===== config.mk =====
export PLATFORM = sky130hd
export DESIGN_NAME = halut_tree_encoder_ctrl
export DESIGN_NICKNAME = d
export VERILOG_FILES = /design/src/rtl/halut_tree_encoder_ctrl.sv
export SDC_FILE = /design/constraint.sdc
export NUM_CORES = 1
export LEC_CHECK = 0
export ABC_AREA = 0
export CAP_MARGIN = 5
export CORE_ASPECT_RATIO = 2
export CORE_MARGIN = 4
export CORE_UTILIZATION = 61
export CTS_CLUSTER_SIZE = 20
export DETAILED_ROUTE_END_ITERATION = 10
export PLACE_DENSITY_LB_ADDON = 0.1
export SLEW_MARGIN = 25
export SYNTH_ARGS = -nofsm -noshare
export SYNTH_HDL_FRONTEND = slang
export SYNTH_SLANG_ARGS = --single-unit

===== constraint.sdc =====
create_clock -name clk_i -period 17.1 [get_ports clk_i]
set_clock_uncertainty 0.2 [all_clocks]
set_input_delay 5.13 -clock clk_i [delete_from_list [all_inputs] [get_ports clk_i]]
set_output_delay 5.13 -clock clk_i [all_outputs]
set_load 0.02 [all_outputs]

===== src/rtl/halut_tree_encoder_ctrl.sv =====
// Purpose : sequential fp16 decision-tree walker; one level per FETCH/COMPARE pair, returns leaf index.
// Latency : start accepted at edge k -> valid_o high from cycle k+2*TreeDepth; one encoding per 2*TreeDepth+2 cycles.
// Backpr. : in DONE, valid_o/idx_o hold until ready_i; start_i is ignored whenever busy_o is high.
//
// Ports:
//   clk_i, rst_i                      clock, async active-high reset
//   cfg_we_i/cfg_addr_i/thr/dim       node-table write port (heap order, honoured only in IDLE)
//   start_i, busy_o                   request one encoding / controller not idle
//   feat_req_o/feat_addr_o/feat_data_i feature buffer read (data returns one cycle after the request)
//   valid_o, idx_o, ready_i           leaf index handshake

module fp_16_comparision (
  input  logic [15:0] operand_a_i,
  input  logic [15:0] operand_b_i,
  output logic        gt_o
);
  // Strict a > b on sign-magnitude fp16; NaN/Inf are plain bit patterns.
  always_comb begin
    gt_o = 1'b0;
    case ({operand_a_i[15], operand_b_i[15]})
      2'b00:   gt_o = operand_a_i[14:0] > operand_b_i[14:0];
      2'b01:   gt_o = 1'b1;  // positive beats negative, so +0 > -0
      2'b10:   gt_o = 1'b0;
      default: gt_o = operand_a_i[14:0] < operand_b_i[14:0];  // both negative: smaller magnitude wins
    endcase
  end
endmodule

module halut_tree_encoder_ctrl #(
  parameter int TreeDepth = 4,
  parameter int DimWidth  = 5
) (
  input  logic                 clk_i,
  input  logic                 rst_i,
  input  logic                 cfg_we_i,
  input  logic [TreeDepth-1:0] cfg_addr_i,
  input  logic [15:0]          cfg_thr_i,
  input  logic [DimWidth-1:0]  cfg_dim_i,
  input  logic                 start_i,
  output logic                 busy_o,
  output logic                 feat_req_o,
  output logic [DimWidth-1:0]  feat_addr_o,
  input  logic [15:0]          feat_data_i,
  output logic                 valid_o,
  output logic [TreeDepth-1:0] idx_o,
  input  logic                 ready_i
);
  localparam int NumNodes = (1 << TreeDepth) - 1;
  localparam int LvlW     = (TreeDepth > 1) ? $clog2(TreeDepth) : 1;

  localparam logic [1:0] IDLE    = 2'd0;
  localparam logic [1:0] FETCH   = 2'd1;
  localparam logic [1:0] COMPARE = 2'd2;
  localparam logic [1:0] DONE    = 2'd3;

  logic [1:0]           state_q;
  logic [TreeDepth-1:0] node_q;
  logic [LvlW-1:0]      level_q;
  logic [TreeDepth-1:0] idx_q;
  logic [DimWidth-1:0]  addr_q;
  logic [15:0]          thr_q [NumNodes];
  logic [DimWidth-1:0]  dim_q [NumNodes];
  logic                 gt;

  fp_16_comparision u_cmp (
    .operand_a_i (feat_data_i),
    .operand_b_i (thr_q[node_q]),
    .gt_o        (gt)
  );

  // Node table: all-ones address is outside the 2^TreeDepth-1 entry table, so it is dropped.
  always_ff @(posedge clk_i or posedge rst_i) begin
    if (rst_i) begin
      for (int i = 0; i < NumNodes; i++) begin
        thr_q[i] <= '0;
        dim_q[i] <= '0;
      end
    end else if (state_q == IDLE && cfg_we_i && cfg_addr_i != '1) begin
      thr_q[cfg_addr_i] <= cfg_thr_i;
      dim_q[cfg_addr_i] <= cfg_dim_i;
    end
  end

  always_ff @(posedge clk_i or posedge rst_i) begin
    if (rst_i) begin
      state_q <= IDLE;
      node_q  <= '0;
      level_q <= '0;
      idx_q   <= '0;
      addr_q  <= '0;
    end else begin
      case (state_q)
        IDLE: begin
          if (start_i) begin
            state_q <= FETCH;
            node_q  <= '0;
            level_q <= '0;
            idx_q   <= '0;
          end
        end
        FETCH: begin
          addr_q  <= dim_q[node_q];
          state_q <= COMPARE;
        end
        COMPARE: begin
          idx_q <= (idx_q << 1) | TreeDepth'(gt);
          // Heap child: 2n+1 (left) or 2n+2 (right). The wrap on the last
          // level is harmless because the node is not read again.
          node_q <= (node_q << 1) + TreeDepth'(1) + TreeDepth'(gt);
          if (level_q == LvlW'(TreeDepth - 1)) begin
            state_q <= DONE;
          end else begin
            level_q <= level_q + LvlW'(1);
            state_q <= FETCH;
          end
        end
        default: begin
          if (ready_i) state_q <= IDLE;
        end
      endcase
    end
  end

  assign busy_o      = (state_q != IDLE);
  assign feat_req_o  = (state_q == FETCH);
  // Address is live in FETCH and then parked on the last fetched dimension.
  assign feat_addr_o = feat_req_o ? dim_q[node_q] : addr_q;
  assign valid_o     = (state_q == DONE);
  assign idx_o       = idx_q;

endmodule


==> impl_results.md, run 1 <==
* Worst Path Arrival at 4.31 ns
* Remaining global-route overflow at 0
* Worst Hold Path Cells at 2
* Largest net degree at the start of global routing at 118
* Number of buffers inserted by post-CTS setup repair at 0
* PD cells at 163.2 nW/um^2
* Maximum buffer depth of the clock tree at 3
* Met2 usage at 45.72%
* Netlist cell types at 43
* Worst-skew pair later-pin latency at 0.58 ns
* DPL Wire Length at 20.03 mm
* Met3 GRT Util at 2.568%
* Die width at 120.7 um
* Initial antenna violation count at 0
* CP Class: reg -> out
* Tcrit/Tclk final at 56.38%
* Cts hold-fix bufs at 0
* Post-route cell area at 17,310 sq um
* Post-Route Setup TNS at 0 ns
* Sw frac at 29.53%
* Placed instance area at 16,260 sq um
* Cells after Synth at 1,014
* N_diodes at 0
* Row cnt at 82
* Slew margin rel. at 34.11%
* CTS tree: built
* Sequential share of power at 44.7%
* Synth Warn # at 0
* FFs w/ async S/R, synth at 100.0%
* Unrepaired setup endpoints after global routing: no
* Root buffer cell: clkbuf_16
* Comb pwr share at 30.3%
* Core Box Area at 25,030 sq um
* DRC at 0
* Max Cap Viol at 0
* Max Clk Rate at 0.1037 GHz
* EDFF count, synth at 0
* Vias post-DR at 8,673
* Max FO, Critical Path at 54
* Outcome: completed
* Port bufs at 57
* Drt wl/cell at 24.16 um
* Worst slew pin tran at 0.9883 ns
* Area delta synth->final at 11.71%
* Initial core utilization at 61.91%
* Die area at 28,180 sq um
* Leakage at 8.009 nW
* Synthesized cell area at 15,500 sq um
* GPL Wtd Cong at 0.7679
* Pre-Repair DR Iteration Count at 4
* Mean Syn Cell Area at 15.28 sq um
* #FFs+latches synth at 332
* Hold Fails Final Rpt at 0
* Sw power at 0.0008345 W
* Crit end category: primary output
* Register area share after synthesis at 53.60%
* R2R Setup Slk at 11.57 ns
* Nets@finish at 1,104
* Clock-pin slew on the worst setup and hold paths at 0.07 ns
* Dominant synthesized flop cell: dfrtp_1
* Vias in the first global route at 9,173
* Fraction of layout cells with a size suffix above 1 at 43.80%
* Commonest non-fill, non-tap cell in the layout: dfrtp_1
* Most frequent cells in the layout: dfrtp_1, mux2_2, mux4_2
* Chip Height at 233.4 um
* Reg2reg path depth at 17
* Final WL at 33.82 mm
* Total track usage at 24.89%
* Antenna Nets Post-Route at 0
* Mapped Nets at 1,077
* First-pass GRT wire length at 53.14 mm
* Clock power frac at 25.0%
* Cts bufs inserted at 30
* Maximum vdd drop at 0.1201 mV
* Reg-to-Reg End: node_q[2]
* Setup violators final at 0
* Hold Startpoint: addr_q[4]
* Internal at 0.001992 W
* Worst Hold Class: reg -> reg
* Power Total at 0.002826 W
* Gates resized, CTS repair at 0
* Num Clock Sinks at 332
* Final-report max-slew violation count at 0
* Worst path required time at 11.77 ns
* Num ports at 58
* Vias/cell at 6.195
* CP Launch Type: flip-flop
* H-tree Lvls at 1
* Critical R2R Launch: node_q[0]
* Met1 usage at 31.52%
* Endpoint, Worst Hold: addr_q[4]
* Gr busiest metal: met2
* DRT iter0 DRCs at 449
* Post-layout min period at 9.640 ns
[metrics by stage]
stage          std cells  hold slack, ns  util, %  setup WS, ns
2_1_floorplan       1014          0.2708        -         2.574
3_3_place_gp        1345          0.2627    64.96         8.015
3_5_place_dp        1345          0.2632    64.96         8.002
4_1_cts             1400          0.2805    69.13         7.356
5_1_grt             1400          0.3043    69.16         7.141
6_report            1400          0.2741    69.16         7.460
[worst max path at each step]
| stage | start | end | slack (ns) |
|---|---|---|---|
| after floorplan | rst_i | addr_q[0] | 2.57 |
| after global placement | node_q[0] | feat_addr_o[4] | 8.01 |
| after detailed placement | node_q[0] | feat_addr_o[4] | 8.00 |
| after CTS | node_q[0] | feat_addr_o[4] | 7.36 |
| after global routing | node_q[0] | feat_addr_o[4] | 7.14 |
| final | node_q[0] | feat_addr_o[4] | 7.46 |
[power groups by stage]
| stage | Clock (W) | Combinational [W] | Sequential (W) |
|---|---|---|---|
| floorplan | 0 | 0.000727 | 0.00118 |
| CTS | 0.000723 | 0.000868 | 0.00126 |
| detailed placement | 0 | 0.000865 | 0.00128 |
| global placement | 0 | 0.000840 | 0.00126 |
| global route | 0.000749 | 0.000934 | 0.00130 |
| finish | 0.000708 | 0.000855 | 0.00126 |
[state kept, by name (all words and copies together), names as in the netlist]
signal	cells
node_q	4
dim_q	75
idx_o	4
thr_q	240
addr_q	5
state_q	2
level_q	2
[cell type report]
class | count | area, sq um
Timing Repair Buffer | 79 | 743.2
Inverter | 20 | 82.58
Clock buffer | 36 | 813.3
Tap cell | 336 | 420.4
Multi-Input combinational cell | 578 | 6706
Sequential cell | 332 | 8317
Clock inverter | 19 | 230.2
Fill cell | 1809 | 7721
[synthesized netlist by cell type, types with 9 or more instances]
| cell type | instances | area [sq um] |
|---|---|---|
| dfrtp_1 | 332 | 8308 |
| mux2_2 | 316 | 3558 |
| mux4_2 | 60 | 1351 |
| nand2_1 | 47 | 176.4 |
| buf_2 | 34 | 170.2 |
| clkbuf_1 | 34 | 127.6 |
| mux4_1 | 23 | 604.3 |
| mux2i_1 | 22 | 220.2 |
| o21ai_0 | 21 | 105.1 |
| inv_1 | 19 | 71.32 |
| ha_1 | 17 | 212.7 |
| nor2_1 | 13 | 48.80 |
| a21oi_1 | 12 | 60.06 |
| a22o_1 | 10 | 87.58 |
| buf_4 | 9 | 67.56 |
[routing by layer]
metal	vias up	part of all wire, %
met3	52	3.7
li1	3810	-
met2	159	55
met1	4652	40
met5	-	0
met4	0	2.1
[critical path, stage by stage (launching register included)]
cell and delay (ns):
dfrtp_4 0.83, buf_4 0.79, nor2b_2 0.57, buf_4 0.33, nand2_1 0.08, o21ai_0 0.09, mux4_2 0.26, nand2_1 0.06
nand2_1 0.07, clkdlybuf4s50_1 0.60
[cell families after synthesis]
family | Yosys count | synth area share [%]
DFF | 332 | 53.60
xor gates and xnor gates | 1 | 0.05652
and+or+nand+nor | 82 | 2.365
buffers and inverters | 104 | 3.310
AOI/OAI and AO/OA | 57 | 2.293
adders and majority gates | 17 | 1.372
muxes | 421 | 37.00
Note: power is estimated with default switching activity, not from simulation.
==> inputs of run 2 (changes only) <==
==> constraint.sdc (replaced) <==
create_clock -name clk_i -period 9.45 [get_ports clk_i]
set_clock_uncertainty 0.2 [all_clocks]
set_input_delay 2.835 -clock clk_i [delete_from_list [all_inputs] [get_ports clk_i]]
set_output_delay 2.835 -clock clk_i [all_outputs]
set_load 0.02 [all_outputs]
==> impl_results.md, run 2 (same netlist as run 1, synthesis figures left out) <==
* Fraction of layout cells with a size suffix above 1 at 43.37%
* Largest register by flop count: thr_q
* Max Clk Rate at 0.1544 GHz
* Met1 usage at 32.30%
* Tcrit/Tclk final at 68.53%
* Clock power frac at 24.9%
* CP Class: reg -> out
* Power Total at 0.005099 W
* Crit-path cells: nor2b_2, buf_4, nand2_1, o21ai_0, mux4_2, nand2_1, nand2_1, clkdlybuf4s50_1
* Gates resized, CTS repair at 0
* Cts hold-fix bufs at 0
* Vias post-DR at 8,713
* Remaining global-route overflow at 0
* Placed instance area at 16,280 sq um
* Final WL at 34.15 mm
* Worst-skew pair later-pin latency at 0.55 ns
* H-tree Lvls at 1
* Cell family with most CP delay: buffers and inverters
* Sw power at 0.001476 W
* Sequential share of power at 44.7%
* CP Launch Type: flip-flop
* Slowest cell on crit path: dfrtp_4
* Chip Height at 233.4 um
* Gr busiest metal: met2
* Largest register FFs at 240
* Leakage at 8.010 nW
* Worst hold-check slack at 0.2777 ns
* Crit-path max cell delay at 0.79 ns
* Worst path required time at 6.42 ns
* Most frequent cell on the critical path: nand2_1
* Post-route cell area at 17,290 sq um
* Initial core utilization at 61.91%
* Num ports at 58
* Crit end category: primary output
* Worst Hold Class: reg -> reg
* Row cnt at 82
* CTS tree: built
* Final-report max-slew violation count at 0
* Commonest non-fill, non-tap cell in the layout: dfrtp_1
* N_diodes at 0
* PD cells at 294.8 nW/um^2
* Clock-pin slew on the worst setup and hold paths at 0.07 ns
* Worst slew pin tran at 0.9633 ns
* Slew margin rel. at 35.78%
* GPL Wtd Cong at 0.7890
* Core Box Area at 25,030 sq um
* DRT iter0 DRCs at 552
* Max Cap Viol at 0
* Post-Route Setup TNS at 0 ns
* Die area at 28,180 sq um
* Area delta synth->final at 11.58%
* Comb pwr share at 30.5%
* Cts bufs inserted at 29
* Nets@finish at 1,104
* Root buffer cell: clkbuf_16
* Fill cell count at 1,802
* Maximum vdd drop at 0.2037 mV
* Initial antenna violation count at 0
* Outcome: completed
* Largest regs: thr_q (240), dim_q (75), addr_q (5)
* Setup violators final at 0
* Met2 usage at 45.19%
* Hold Fails Final Rpt at 0
* Bufs and invs on worst path at 2
* Post-layout min period at 6.476 ns
* Port bufs at 57
* Number of buffers inserted by post-CTS setup repair at 0
* Internal at 0.003623 W
* Num Clock Sinks at 332
* Sw frac at 28.94%
* Antenna Nets Post-Route at 0
* Most frequent cells in the layout: dfrtp_1, mux2_2, mux4_2
* Max FO, Critical Path at 35
* Worst Path Arrival at 3.44 ns
* Unrepaired setup endpoints after global routing: no
* Met3 GRT Util at 3.441%
* Largest net degree at the start of global routing at 127
* Total track usage at 25.59%
* First-pass GRT wire length at 54.48 mm
* Vias in the first global route at 9,368
* Die width at 120.7 um
* Pre-Repair DR Iteration Count at 6
* Maximum buffer depth of the clock tree at 3
* Vias/cell at 6.228
* DRC at 0
* Drt wl/cell at 24.41 um
* DPL Wire Length at 20.35 mm
run 2: worst paths after layout:
path                           start        endpoint  slack, ns  cells past startpoint
max                        node_q[0]  feat_addr_o[3]       2.97                      8
min                        addr_q[4]       addr_q[4]       0.28                      2
min reg2reg                addr_q[4]       addr_q[4]       0.28                      2
max in group asynchronous      rst_i       node_q[0]       4.88                      4
min in group asynchronous      rst_i       dim_q[56]       2.57                      3
max reg2reg                node_q[0]       node_q[2]       4.10                     14
run 2: metrics by stage:
stage	worst slack [ns]	util (%)	instances
after global routing	2.762	69.08	1399
after detailed placement	3.543	65.02	1346
after CTS	2.940	69.08	1399
after floorplan	1.980	-	1014
final	2.974	69.08	1399
after global placement	3.582	65.02	1346
run 2: area by class of cell:
cell class                      instances  area (sq um)  area share, %
Tap cell                              336         420.4          2.431
Clock inverter                         12         185.2          1.071
Clock buffer                           41         830.8          4.804
Timing Repair Buffer                   80         755.7          4.370
Multi-Input combinational cell        578          6706          38.78
Inverter                               20         78.83         0.4558
Sequential cell                       332          8317          48.09
run 2: power by group through the flow:
stage / combinational [W] / sequential, W / clock, W
3_5_place_dp: 0.00157 / 0.00230 / 0
4_1_cts: 0.00158 / 0.00228 / 0.00130
3_3_place_gp: 0.00153 / 0.00227 / 0
5_1_grt: 0.00170 / 0.00234 / 0.00135
2_1_floorplan: 0.00132 / 0.00214 / 0
6_report: 0.00155 / 0.00228 / 0.00127
run 2: tightest hold or removal path, cell delays in order (launching register included):
cell	delay (ns)
dfrtp_1	0.33
nand2_1	0.04
nand2_1	0.07
run 2: routing by layer:
| layer | vias up | share of wire, % |
|---|---|---|
| met5 | - | 0 |
| met4 | 0 | 3.4 |
| met3 | 57 | 3.7 |
| met2 | 178 | 54 |
| met1 | 4690 | 39 |
| li1 | 3788 | - |
